$ cat src/rtl/sys_ctrl_gen2.sv
// rtl/sys_ctrl_gen2.sv - frame-driven register/ALU command controller with back-pressured result push
module sys_ctrl_gen2 #(
   parameter int FRAME_WIDTH         = 8,
   parameter int ALU_DATA_WIDTH      = 16,
   parameter int ALU_FUNC_WIDTH      = 4,
   parameter int REG_FILE_ADDR_WIDTH = 4,
   parameter int OPA_ADDR            = 0,
   parameter int OPB_ADDR            = 1,
   parameter int TIMEOUT_CYCLES      = 255
) (
   input  logic                           CLK,
   input  logic                           RST,
   input  logic [FRAME_WIDTH-1:0]         RX_P_DATA,
   input  logic                           RX_P_VLD,
   input  logic [ALU_DATA_WIDTH-1:0]      ALU_OUT,
   input  logic                           OUT_VALID,
   input  logic [FRAME_WIDTH-1:0]         RdData,
   input  logic                           RdData_Valid,
   input  logic                           FIFO_FULL,
   output logic [ALU_FUNC_WIDTH-1:0]      ALU_FUNC,
   output logic                           ALU_EN,
   output logic                           CLK_EN,
   output logic [REG_FILE_ADDR_WIDTH-1:0] RF_ADDR,
   output logic                           WrEn,
   output logic                           RdEn,
   output logic [FRAME_WIDTH-1:0]         WrData,
   output logic                           WR_INC,
   output logic                           clk_div_en,
   output logic                           CMD_ERR,
   output logic                           BUSY
);

   // Frames per result; the frame counter must be able to hold NUM itself
   localparam int NUM = ALU_DATA_WIDTH / FRAME_WIDTH;
   localparam int CW  = $clog2(NUM + 1);
   // Timeout counter only ever reaches TIMEOUT_CYCLES-1
   localparam int TW  = (TIMEOUT_CYCLES > 1) ? $clog2(TIMEOUT_CYCLES) : 1;
   localparam logic [TW-1:0] TMO_LAST = TW'((TIMEOUT_CYCLES > 0) ? TIMEOUT_CYCLES - 1 : 0);

   localparam logic [FRAME_WIDTH-1:0] CMD_WR  = FRAME_WIDTH'('hAA);
   localparam logic [FRAME_WIDTH-1:0] CMD_RD  = FRAME_WIDTH'('hBB);
   localparam logic [FRAME_WIDTH-1:0] CMD_ALU = FRAME_WIDTH'('hCC);
   localparam logic [FRAME_WIDTH-1:0] CMD_FN  = FRAME_WIDTH'('hDD);

   typedef enum logic [3:0] {
      S_IDLE, S_WR_ADDR, S_WR_DATA, S_RD_ADDR, S_RD_WAIT,
      S_ALU_A, S_ALU_B, S_ALU_FN, S_ALU_WAIT, S_PUSH
   } state_t;

   state_t                           r_state;
   logic [REG_FILE_ADDR_WIDTH-1:0]   r_addr;
   logic [REG_FILE_ADDR_WIDTH-1:0]   r_rf_addr;
   logic [FRAME_WIDTH-1:0]           r_wr_data;
   logic                             r_wr_en;
   logic                             r_rd_en;
   logic                             r_alu_en;
   logic [ALU_FUNC_WIDTH-1:0]        r_alu_func;
   logic                             r_clk_en;
   logic                             r_cmd_err;
   logic [ALU_DATA_WIDTH-1:0]        r_result;
   logic [CW-1:0]                    r_num;
   logic [CW-1:0]                    r_idx;
   logic [TW-1:0]                    r_tmo_cnt;

   logic w_wait;
   logic w_event;
   logic w_timeout;

   // Which states are waiting on something, and what ends the wait
   always_comb begin
      w_wait  = 1'b0;
      w_event = 1'b0;
      case (r_state)
         S_WR_ADDR, S_WR_DATA, S_RD_ADDR, S_ALU_A, S_ALU_B, S_ALU_FN: begin
            w_wait  = 1'b1;
            w_event = RX_P_VLD;
         end
         S_RD_WAIT: begin
            w_wait  = 1'b1;
            w_event = RdData_Valid;
         end
         S_ALU_WAIT: begin
            w_wait  = 1'b1;
            w_event = OUT_VALID;
         end
         default: begin
            w_wait  = 1'b0;
            w_event = 1'b0;
         end
      endcase
   end

   // An arriving event always wins over an expiring timeout
   assign w_timeout = (TIMEOUT_CYCLES != 0) && w_wait && !w_event && (r_tmo_cnt == TMO_LAST);

   // Command sequencing, registered strobes, timeout and result serialisation
   always_ff @(posedge CLK or negedge RST) begin
      if (!RST) begin
         r_state    <= S_IDLE;
         r_addr     <= '0;
         r_rf_addr  <= '0;
         r_wr_data  <= '0;
         r_wr_en    <= 1'b0;
         r_rd_en    <= 1'b0;
         r_alu_en   <= 1'b0;
         r_alu_func <= '0;
         r_clk_en   <= 1'b0;
         r_cmd_err  <= 1'b0;
         r_result   <= '0;
         r_num      <= '0;
         r_idx      <= '0;
         r_tmo_cnt  <= '0;
      end else begin
         r_wr_en   <= 1'b0;
         r_rd_en   <= 1'b0;
         r_alu_en  <= 1'b0;
         r_cmd_err <= 1'b0;
         if (w_wait && !w_event) begin
            r_tmo_cnt <= r_tmo_cnt + TW'(1);
         end else begin
            r_tmo_cnt <= '0;
         end
         if (w_timeout) begin
            r_state    <= S_IDLE;
            r_cmd_err  <= 1'b1;
            r_clk_en   <= 1'b0;
            r_alu_func <= '0;
            r_tmo_cnt  <= '0;
         end else begin
            case (r_state)
               S_IDLE: begin
                  if (RX_P_VLD) begin
                     if (RX_P_DATA == CMD_WR) begin
                        r_state <= S_WR_ADDR;
                     end else if (RX_P_DATA == CMD_RD) begin
                        r_state <= S_RD_ADDR;
                     end else if (RX_P_DATA == CMD_ALU) begin
                        r_state <= S_ALU_A;
                     end else if (RX_P_DATA == CMD_FN) begin
                        r_state <= S_ALU_FN;
                     end else begin
                        r_cmd_err <= 1'b1;
                     end
                  end
               end
               S_WR_ADDR: begin
                  if (RX_P_VLD) begin
                     r_addr  <= RX_P_DATA[REG_FILE_ADDR_WIDTH-1:0];
                     r_state <= S_WR_DATA;
                  end
               end
               S_WR_DATA: begin
                  if (RX_P_VLD) begin
                     r_wr_en   <= 1'b1;
                     r_rf_addr <= r_addr;
                     r_wr_data <= RX_P_DATA;
                     r_state   <= S_IDLE;
                  end
               end
               S_RD_ADDR: begin
                  if (RX_P_VLD) begin
                     r_rd_en   <= 1'b1;
                     r_rf_addr <= RX_P_DATA[REG_FILE_ADDR_WIDTH-1:0];
                     r_state   <= S_RD_WAIT;
                  end
               end
               S_RD_WAIT: begin
                  r_cmd_err <= RX_P_VLD;
                  if (RdData_Valid) begin
                     r_result <= ALU_DATA_WIDTH'(RdData);
                     r_num    <= CW'(1);
                     r_idx    <= '0;
                     r_state  <= S_PUSH;
                  end
               end
               S_ALU_A: begin
                  if (RX_P_VLD) begin
                     r_wr_en   <= 1'b1;
                     r_rf_addr <= REG_FILE_ADDR_WIDTH'(OPA_ADDR);
                     r_wr_data <= RX_P_DATA;
                     r_state   <= S_ALU_B;
                  end
               end
               S_ALU_B: begin
                  if (RX_P_VLD) begin
                     r_wr_en   <= 1'b1;
                     r_rf_addr <= REG_FILE_ADDR_WIDTH'(OPB_ADDR);
                     r_wr_data <= RX_P_DATA;
                     r_state   <= S_ALU_FN;
                  end
               end
               S_ALU_FN: begin
                  if (RX_P_VLD) begin
                     r_alu_en   <= 1'b1;
                     r_alu_func <= RX_P_DATA[ALU_FUNC_WIDTH-1:0];
                     r_clk_en   <= 1'b1;
                     r_state    <= S_ALU_WAIT;
                  end
               end
               S_ALU_WAIT: begin
                  r_cmd_err <= RX_P_VLD;
                  if (OUT_VALID) begin
                     r_result <= ALU_OUT;
                     r_num    <= CW'(NUM);
                     r_idx    <= '0;
                     r_clk_en <= 1'b0;
                     r_state  <= S_PUSH;
                  end
               end
               S_PUSH: begin
                  r_cmd_err <= RX_P_VLD;
                  // The result is shifted down so the frame being offered is always the low slice
                  if (!FIFO_FULL) begin
                     r_result <= r_result >> FRAME_WIDTH;
                     if (r_idx == r_num - CW'(1)) begin
                        r_idx      <= '0;
                        r_alu_func <= '0;
                        r_state    <= S_IDLE;
                     end else begin
                        r_idx <= r_idx + CW'(1);
                     end
                  end
               end
               default: r_state <= S_IDLE;
            endcase
         end
      end
   end

   assign WrEn       = r_wr_en;
   assign RdEn       = r_rd_en;
   assign ALU_EN     = r_alu_en;
   assign ALU_FUNC   = r_alu_func;
   assign CLK_EN     = r_clk_en;
   assign RF_ADDR    = r_rf_addr;
   assign CMD_ERR    = r_cmd_err;
   assign BUSY       = (r_state != S_IDLE);
   assign WR_INC     = (r_state == S_PUSH) && !FIFO_FULL;
   assign WrData     = (r_state == S_PUSH) ? r_result[FRAME_WIDTH-1:0] : r_wr_data;
   assign clk_div_en = 1'b1;

endmodule

$ cat config.mk
export PLATFORM = sky130hd
export DESIGN_NAME = sys_ctrl_gen2
export DESIGN_NICKNAME = d
export VERILOG_FILES = /design/src/rtl/sys_ctrl_gen2.sv
export SDC_FILE = /design/constraint.sdc
export NUM_CORES = 1
export LEC_CHECK = 0
export CELL_PAD_IN_SITES_DETAIL_PLACEMENT = 1
export CELL_PAD_IN_SITES_GLOBAL_PLACEMENT = 1
export CORE_MARGIN = 2
export CORE_UTILIZATION = 40
export CTS_CLUSTER_DIAMETER = 40
export CTS_CLUSTER_SIZE = 20
export DETAILED_ROUTE_END_ITERATION = 16
export GPL_ROUTABILITY_DRIVEN = 0
export PLACE_DENSITY_LB_ADDON = 0.1
export SLEW_MARGIN = 0
export SYNTH_ARGS = -nofsm -noshare
export SYNTH_HDL_FRONTEND = slang
export SYNTH_SLANG_ARGS = --single-unit
$ cat constraint.sdc
create_clock -name CLK -period 2.3 [get_ports CLK]
set_input_delay 0.46 -clock CLK [delete_from_list [all_inputs] [get_ports CLK]]
set_output_delay 0.46 -clock CLK [all_outputs]
set_load 0.02 [all_outputs]
### Yosys cells after proc, flatten, opt, wreduce, memory -nomap -nowiden

Index checks and enable logic that the tools add are counted.

* register bits after elaboration: 57
* bits of input ports: 38
* output and inout bits: 24
* logic and storage cells: 134

* add/subtract/negate cells: 3
* equality and inequality tests: 34
* mux-type cells: 58
* bitwise logic cells: 1
* reductions and logical operators: 24

Operator list (count)
* $mux 4: 20
* $mux 16: 3
* $pmux 16 s3: 1
* $eq 8x8->1 const B: 5
* $pmux 4 s10: 1
* $ne 3x3->1 const B: 11
* $mux 8: 3
* $mux 1: 17
* $eq 4x3->1 const B: 4
* $pmux 4 s4: 1
* $ne 2x2->1 const B: 7
* $mux 2: 6
* $reduce_and 12->1: 1
* $reduce_and 3->1: 3
* $reduce_bool 3->1: 3
* $add 8x1->8 const B: 1
* $eq 4x2->1 const B: 2
* $eq 4x4->1 const B: 2
* $pmux 4 s2: 1
* $reduce_and 4->1: 2
* $reduce_bool 4->1: 2
* $reduce_or 8->1: 1
* $ne 6x6->1 const B: 1
* $pmux 2 s3: 1
* 16 further kinds: 21

### Depth between registers and ports, before layout

Gate-level depths: netlist of run 1.

* depth in word-level cells: 8
* gate-level depth with buffers: 8
* mapped depth without buffers: 6

### Worst setup path after synthesis of run 1

No wires, ideal clock.

* path kind: input-to-reg
* start point: in RX_P_DATA[6]
* end point: reg r_state[1]
* setup time: 0.121 ns
* arrival time: 1.662 ns
* required time: 2.179 ns
* slack: 0.517 ns
* stages: 5
* path buffers: 0
* path through: and4bb_4 o2111ai_4 a221oi_4 nor2_1 a22o_1

* word-level cells in the longest chain between the ends: 7
* elaborated cells between the ends (all ways): 12
* classes of those cells: 5 x eq/ne; 6 x mux; 1 x reduce/logical

RTL lines
* from (decl): RTL line 13 `input logic [FRAME_WIDTH-1:0] RX_P_DATA,`
* $eq 8x8->1: RTL line 137 `end else if (RX_P_DATA == CMD_ALU) begin`
* $mux 4: RTL line 137
* $mux 4: RTL line 135 `end else if (RX_P_DATA == CMD_RD) begin`
* $mux 4: RTL line 133 `if (RX_P_DATA == CMD_WR) begin`
* $mux 4: RTL line 132 `if (RX_P_VLD) begin`
* $pmux 4 s10: RTL line 130 `case (r_state)`
* $mux 4: RTL line 123 `if (w_timeout) begin`
* to (signal assigned): RTL line 124 `r_state <= S_IDLE;`
* to (signal assigned): RTL line 134 `r_state <= S_WR_ADDR;`
* to (signal assigned): RTL line 136 `r_state <= S_RD_ADDR;`
* to (decl): RTL line 50 `state_t r_state;`

Several ways; a longest one is shown, not always the timed one. The select of a mux whose other input is x is not followed.
A chain may end at the register's enable or synchronous reset.

### Final worst setup path of run 1

* start point: reg r_state[0]
* end point: out WrData[1]

* word-level cells in the longest chain between the ends: 2

RTL lines
* from (signal assigned): RTL line 99 `r_state <= S_IDLE;`
* from (signal assigned): RTL line 124
* from (signal assigned): RTL line 134
* $eq 4x4->1: RTL line 239 `assign WrData = (r_state == S_PUSH) ? r_result[FRAME_WIDTH-1:0] : r_wr_data;`
* $mux 8: RTL line 239
* to (decl): RTL line 26 `output logic [FRAME_WIDTH-1:0] WrData,`

Every way passes these cells.

==> impl_results.md, run 1 <==
- Synth Instances: about 300
- Layout fillers: 844
- Post-placement cell area: 3861 um^2
- # Post-CTS Setup Buffers: 0
- Final setup violating endpoints: 0
- Worst Path Arrival: 1.74 ns
- Total GRT Usage: 0.1995
- CP Launch Type: flop
- H-tree lvl count: 3
- R2R Setup Slk: a little over 0.3 ns
- Syn Nets: between 300 and 400
- Tmin final: around 2.2 ns
- Die width: about 92 um
- Cells along the critical path: nand4bb_1, buf_4, mux2_2, dlygate4sd2_1
- Clk pin slew, worst setup/hold paths: around 0.080 ns
- Vias in the first global route: roughly 2,700
- Status: complete, no violations
- Period utilization: 0.9584
- Peak VDD IR: between 0.4 and 0.5 mV
- Global-route wire length before repair: between 10 and 15 mm
- Synth async-reset ratio: 1.000
- Syn Area/Cell: just over 10 um^2
- Largest net degree at the start of global routing: 40
- # rows: 31
- Clock Tree Root: clkbuf_8
- Worst hold margin: 0.05838 ns
- DR pass1 iterations: 4
- Io pins: between 60 and 70
- Gr ovfl total: 0
- Total length of routed wires: about 7.9 mm
- Detail Placement HPWL: around 5.8 mm
- Setup Crit Path Kind: reg2out
- Clock Latency Late Sink: roughly 0.35 ns
- Predominant post-synthesis flop cell: dfrtp_1
- Die Ht: between 90 and 100 um
- Critical Path RT: 1.84 ns
- Design Power: ~5200 uW
- Layout cell share with drive strength beyond 1: 0.2010
- Unique masters post-synth: between 60 and 70
- Leakage: ~0.0018 uW
- Vias: 2,507
- CTS Buffer Depth: 2
- Critical Path Start: r_state[0]
- Wirelength per Cell: 16.48 um
- Slowest stage cell, crit path: dfrtp_1
- Fmax: 453.6 MHz
- CP max stage delay: between 0.4 and 0.5 ns
- Final Cell Area: about 4100 um^2
- Core area: roughly 7400 um^2
- DR iter-0 viols: slightly above 80
- Power per standard cell area: approximately 1300 nW/um^2
- Delay-heaviest family, CP: buffers and inverters
- IO Port Bufs: 60
- # hold bufs at CTS: 0
- Crit. End Element: output pin
- Antenna Diode Count: 0
- Initial antenna violation count: 0
- Register bit total from synthesis: 57
- Post-Synthesis Cell Area: around 3000 um^2
- Worst r2r src: r_state[2]
- Clock sink count: 57
- Worst path bufs/invs: 2
- CTS resizes: 11
- Max Transition Viols Final: 0
- Initial Util: 0.4175
- Vias/cell: roughly 5.2
- Die area: around 8400 um^2
- DRC Markers: 0
- Worst-path maximum fanout: 10
- Final Skew: ~0.011 ns
- Hold Crit Class: in2async
- Post-synth EDFFs: 0
- Max-cap check violation count: 0
- Area Overhead vs Synth: 32.37%
- Antenna Violating Nets Remaining: 0
- CTS buffer count: 9
- Final Hold Vio Count: 0
- CTS tree: yes
- Nets@finish: 418
- RSZ-0062 raised after global routing: no
- Sequential share of the synthesized area: 0.4636
- Synth warnings: 0
==> power by group <==
part	switching, uW	internal [uW]	total [uW]	leakage, uW
Clock	441	609	1050	0.000106
Combinational	1420	1130	2550	0.000916
Sequential	234	1390	1620	0.000737
Total	2100	3130	5230	0.00176
==> metal layers <==
| layer | vias up | global-route usage | share of wire |
|---|---|---|---|
| li1 | 1216 | - | - |
| met3 | 14 | 0.04684 | 0.044 |
| met2 | 64 | 0.3346 | 0.49 |
| met1 | 1213 | 0.2522 | 0.45 |
| met5 | - | 0 | 0 |
| met4 | 0 | 0.07090 | 0.016 |
==> final cells by class <==
class / instances / area (um^2) / share of cell area
timing repair buffer: 81 / 753.2 / 0.1849
sequential: 57 / 1426 / 0.3502
multi-input combinational: 222 / 1525 / 0.3745
clock inverter: 7 / 93.84 / 0.02304
inverter: 7 / 26.28 / 0.006452
tap: 99 / 123.9 / 0.03041
clock buffer: 9 / 123.9 / 0.03041
==> final timing paths <==
kind,end,depth (start not counted)
min in group CLK,r_result[11],2
worst max register to register,r_result[12],7
worst min register to register,r_result[11],2
worst min-delay path,r_num[0],1
max in group asynchronous,r_result[0],2
worst max-delay path,WrData[1],4
==> worst register-to-register path: stages (launching register included) <==
cell	delay [ns]
dfrtp_1	0.38
buf_4	0.21
nand2b_1	0.26
a2bb2oi_1	0.20
or3_1	0.38
buf_4	0.24
nand2_1	0.10
o21ai_0	0.08
==> cell families (layout without fill, tap and decap cells) <==
family,after synthesis,count (layout),synth area share
and+or+nand+nor,108,108,0.1818
buffers and inverters,25,104,0.04270
AOI/OAI and AO/OA,70,70,0.1623
xor gates and xnor gates,10,10,0.03091
adders and majority gates,2,2,0.008132
other,1,1,0.001219
DFF,57,57,0.4636
muxes,31,31,0.1094
==> cells in the final DEF (no fill, tap or decap), types with 9 or more instances in the layout <==
master | Yosys | layout
o21ai_0 | 29 | 29
nand2_1 | 41 | 41
clkdlybuf4s50_1 | 0 | 49
mux2i_1 | 10 | 10
mux2_2 | 21 | 21
dlygate4sd2_1 | 0 | 10
dfrtp_1 | 57 | 57
a21oi_1 | 9 | 9
nor2_1 | 28 | 28
buf_4 | 6 | 20
clkbuf_8 | 0 | 9
==> flip-flops by register name, summed over array words and instances, names as in the netlist, 2 cells and up <==
register   count
r_result      16
ALU_FUNC       4
r_num          2
r_addr         4
r_tmo_cnt      8
r_state        4
r_wr_data      8
r_idx          2
RF_ADDR        4
==> Yosys cell counts, drive strengths merged, types with 2 or more instances <==
master / n / area [um^2]
a211oi: 2 / 15.01
buf: 13 / 86.33
nand4b: 2 / 17.52
clkbuf: 5 / 18.77
or2: 4 / 25.03
o2111ai: 2 / 35.04
and4: 2 / 17.52
o2bb2ai: 3 / 32.53
nand2: 42 / 160.2
a21oi: 10 / 61.31
dfrtp: 57 / 1426
xnor2: 5 / 51.30
or3: 2 / 12.51
a31o: 2 / 17.52
nor2: 28 / 105.1
and3: 2 / 12.51
ha: 2 / 25.02
xor2: 5 / 43.79
mux2i: 10 / 100.1
o21ai: 31 / 155.1
a22o: 2 / 18.77
o31ai: 2 / 20.02
inv: 7 / 26.27
nand2b: 6 / 37.54
nand4: 2 / 12.51
mux2: 21 / 236.5
nand3: 6 / 30.03
nor3: 2 / 21.27
and4bb: 2 / 28.78
a22oi: 7 / 52.55
==> stage by stage <==
stage | std cells | setup WS, ns | TNS (ns) | util
after floorplan | 304 | 0.5170 | 0 | -
after global placement | 466 | 0.02810 | 0 | 0.5239
after detailed placement | 466 | -0.05539 | -0.1536 | 0.5239
after CTS | 482 | 0.07572 | 0 | 0.5526
after global routing | 482 | 0.02613 | 0 | 0.5526
final | 482 | 0.09561 | 0 | 0.5526
Power figures use the tool's default switching activity.
==> run 2, diff against run 1 <==
--- a/config.mk
+++ b/config.mk
@@ -5,10 +5,11 @@
 export SDC_FILE = /design/constraint.sdc
 export NUM_CORES = 1
 export LEC_CHECK = 0
+export ABC_AREA = 1
 export CELL_PAD_IN_SITES_DETAIL_PLACEMENT = 1
 export CELL_PAD_IN_SITES_GLOBAL_PLACEMENT = 1
 export CORE_MARGIN = 2
-export CORE_UTILIZATION = 40
+export CORE_UTILIZATION = 37
 export CTS_CLUSTER_DIAMETER = 40
 export CTS_CLUSTER_SIZE = 20
 export DETAILED_ROUTE_END_ITERATION = 16
==> impl_results.md, run 2 <==
- Worst-path maximum fanout: 5 (was 10)
- DR iter-0 viols: 92 (was 83)
- CTS buffer count: 9 (unchanged)
- Largest family of logic cells by synthesized area: simple AND/OR/NAND/NOR gates (unchanged)
- Register bit total from synthesis: 57 (unchanged)
- CTS Buffer Depth: 2 (unchanged)
- Die area: 9290 um^2 (was 8409 um^2)
- Met2 usage: 0.3559 (was 0.3346)
- Vias in the first global route: 2,999 (was 2,727)
- Vias: 3,000 (was 2,507)
- GR Util met3: 0.04732 (was 0.04684)
- Worst r2r path cells: 11 (was 7)
- Max Transition Viols Final: 0 (unchanged)
- Total length of routed wires: 9.189 mm (was 7.941 mm)
- Clock sink count: 57 (unchanged)
- Largest Register: r_result (unchanged)
- Synth Area in Compound Gates: 0.1046 (was 0.1623)
- Met1 track demand over resource: 0.2866 (was 0.2522)
- Core area: 8258 um^2 (was 7370 um^2)
- Peak VDD IR: 0.5130 mV (was 0.4818 mV)
- Clk pin slew, worst setup/hold paths: 0.07 ns (was 0.08 ns)
- Synth async-reset ratio: 1.000 (unchanged)
- TNS Setup: 0 ns (unchanged)
- Synth warnings: 0 (unchanged)
- Setup Crit Path Kind: reg2out (unchanged)
- Yosys top cell by area: dfrtp_1 (unchanged)
- Clock Tree Root: clkbuf_8 (unchanged)
- Worst Path Arrival: 1.74 ns (about the same)
- Period utilization: 0.9547 (was 0.9584)
- Final Cell Area: 4079 um^2 (was 4073 um^2)
- Initial Util: 0.3824 (was 0.4175)
- Detail Placement HPWL: 7.084 mm (was 5.786 mm)
- Antenna Diode Count: 0 (unchanged)
- Antenna Violating Nets Remaining: 0 (unchanged)
- Syn Area/Cell: 7.501 um^2 (was 10.12 um^2)
- Die Ht: 96.39 um (was 91.70 um)
- Clock Latency Late Sink: 0.34 ns (was 0.35 ns)
- Most common cell after layout, fill and taps aside: nand2_1 (was dfrtp_1)
- IO Port Bufs: 60 (unchanged)
- Tmin final: 2.196 ns (was 2.204 ns)
- R2R Setup Slk: 0.43 ns (was 0.31 ns)
- Commonest cells post-synth: 141 x nand2_1, 57 x dfrtp_1, 47 x inv_1 (was 57 x dfrtp_1, 41 x nand2_1, 29 x o21ai_0)
- Syn Nets: 461 (was 344)
- Final Hold Vio Count: 0 (unchanged)
- Total GRT Usage: 0.2141 (was 0.1995)
- Area Overhead vs Synth: 29.16% (was 32.37%)
- Post-Synthesis Cell Area: 3158 um^2 (was 3077 um^2)
- Most frequent cells in the layout: 141 x nand2_1, 56 x dfrtp_1, 50 x clkdlybuf4s50_1, 47 x inv_1, 38 x nand3_1 (was 57 x dfrtp_1, 49 x clkdlybuf4s50_1, 41 x nand2_1, 29 x o21ai_0, 28 x nor2_1)
- # Post-CTS Setup Buffers: 0 (unchanged)
- Final setup violating endpoints: 0 (unchanged)
- Layout cell share with drive strength beyond 1: 0.1529 (was 0.2010)
- Gr ovfl total: 0 (unchanged)
- Dpl cells: 586 (was 466)
- DRC Markers: 0 (unchanged)
- Io pins: 62 (unchanged)
- Hold Crit Class: in2async (unchanged)
- DR pass1 iterations: 5 (was 4)
- Gr busiest metal: met2 (unchanged)
- # rows: 33 (was 31)
- H-tree lvl count: 3 (unchanged)
- Unique masters post-synth: 33 (was 63)
- Initial antenna violation count: 0 (unchanged)
- CTS tree: yes (unchanged)
- Worst r2r src: r_state[3] (was r_state[2])
- Final core occ: 0.4939 (was 0.5526)
- Predominant post-synthesis flop cell: dfrtp_1 (unchanged)
- Largest net degree at the start of global routing: 33 (was 40)
- Top-count cell post-synth: nand2_1 (was dfrtp_1)
- Synth Area in XOR/XNOR: 0.01109 (was 0.03091)
- Max-cap check violation count: 0 (unchanged)
- Sequential share of the synthesized area: 0.4517 (was 0.4636)
- Post-placement cell area: 3890 um^2 (was 3861 um^2)
- Post-synthesis mux area share: 0 (was 0.1094)
- Wirelength per Cell: 15.26 um (was 16.48 um)
- Post-Synth Adder-Cell Area: 0.007924 (was 0.008133)
- Final Skew: 0.005943 ns (was 0.01136 ns)
- Synth area leaders: dfrtp_1 45%, nand2_1 17%, nand3_1 6.0% (was dfrtp_1 46%, mux2_2 7.7%, nand2_1 5.0%)
- Leakage: 0.001996 uW (was 0.001759 uW)
- Status: complete, no violations (unchanged)
- Max reg flops: 16 (unchanged)
- Worst hold margin: 0.06474 ns (was 0.05838 ns)
- Crit. End Element: output pin (unchanged)
- RSZ-0062 raised after global routing: no (unchanged)
- Critical Path RT: 1.84 ns (about the same)
- Global-route wire length before repair: 15.04 mm (was 13.19 mm)
- Fin cells: 602 (was 482)
- Post-synth top area share: 0.4517 (was 0.4636)
- Largest regs: r_result x16, r_tmo_cnt x8, r_wr_data x8 (unchanged)
- Post-synth EDFFs: 0 (unchanged)
- CP Launch Type: flop (unchanged)
- Power per standard cell area: 1205 nW/um^2 (was 1284 nW/um^2)
- Die width: 96.39 um (was 91.70 um)
- Vias/cell: 4.983 (was 5.201)
- Simple-gate share of the synthesized area: 0.3296 (was 0.1818)
- Synth Instances: 421 (was 304)
- Nets@finish: 532 (was 418)
- Fmax: 455.4 MHz (was 453.6 MHz)
- Worst R2R End: ALU_FUNC[0] (was r_result[12])
[run 2: cell count changes in the layout (fill, tap and decap cells not counted), sizes merged, moves of 8 or more]
cell,change
buf,-10
nand3,+35
inv,+47
dlygate4sd2,-10
nand2,+108
o211ai,+8
mux2i,-10
nor2,+14
mux2,-21
[run 2: critical path, cell delays in order, from the launching register on]
cell             delay (ns)
dfrtp_1                0.39
buf_4                  0.16
nor2_2                 0.17
nand2_2                0.12
clkdlybuf4s50_1        0.55
[run 2: where the power goes]
part	total [uW]	switching, uW	internal [uW]
registers	1570	191	1370
logic	2480	1550	926
clock network	870	427	443
total	4910	2170	2740
[run 2: worst max-delay path by stage]
stage          startpoint        end  slack, ns  depth (start not counted)
3_3_place_gp   r_state[2]  WrData[0]       0.17                          6
4_1_cts        r_state[2]  WrData[6]     -0.003                          6
6_report       r_state[0]       BUSY       0.10                          4
2_1_floorplan  r_state[1]  WrData[0]       0.20                          7
5_1_grt        r_state[2]  WrData[4]       0.02                          6
3_5_place_dp   r_state[2]  WrData[0]      0.008                          6
[run 2: per-layer routing]
layer	vias up	share of wire
li1	1473	-
met1	1454	0.46
met2	66	0.49
met3	7	0.047
met4	0	0.0089
met5	-	0
[run 2: per-stage QoR]
stage,setup slack [ns],total power (uW)
global placement,0.1658,4008
detailed placement,0.008419,4090
floorplan,0.2027,3210
global route,0.01992,5345
finish,0.1041,4915
CTS,-0.002910,4982
[run 2: cell families (layout without fill, tap and decap cells)]
family	Yosys count	count (layout)
other	1	1
AOI/OAI and AO/OA	53	53
xor gates and xnor gates	4	4
and+or+nand+nor	238	238
adders and majority gates	2	2
DFF	57	57
buffers and inverters	66	142
[run 2: cell type report]
cell class / count / area (um^2)
Multi-Input combinational cell: 298 / 1440
Tap cell: 105 / 131.4
Inverter: 55 / 209.0
Clock inverter: 5 / 30.03
Clock buffer: 11 / 151.4
Fill cell: 1056 / 4179
Timing Repair Buffer: 71 / 689.4
Sequential cell: 57 / 1428
[run 2: repair_timing]
item | in CTS | in global routing
endpoints found under the setup margin | 9 | 9
resized for setup | 34 | 7
gates cloned | 0 | 0
hold buffers | 0 | 0
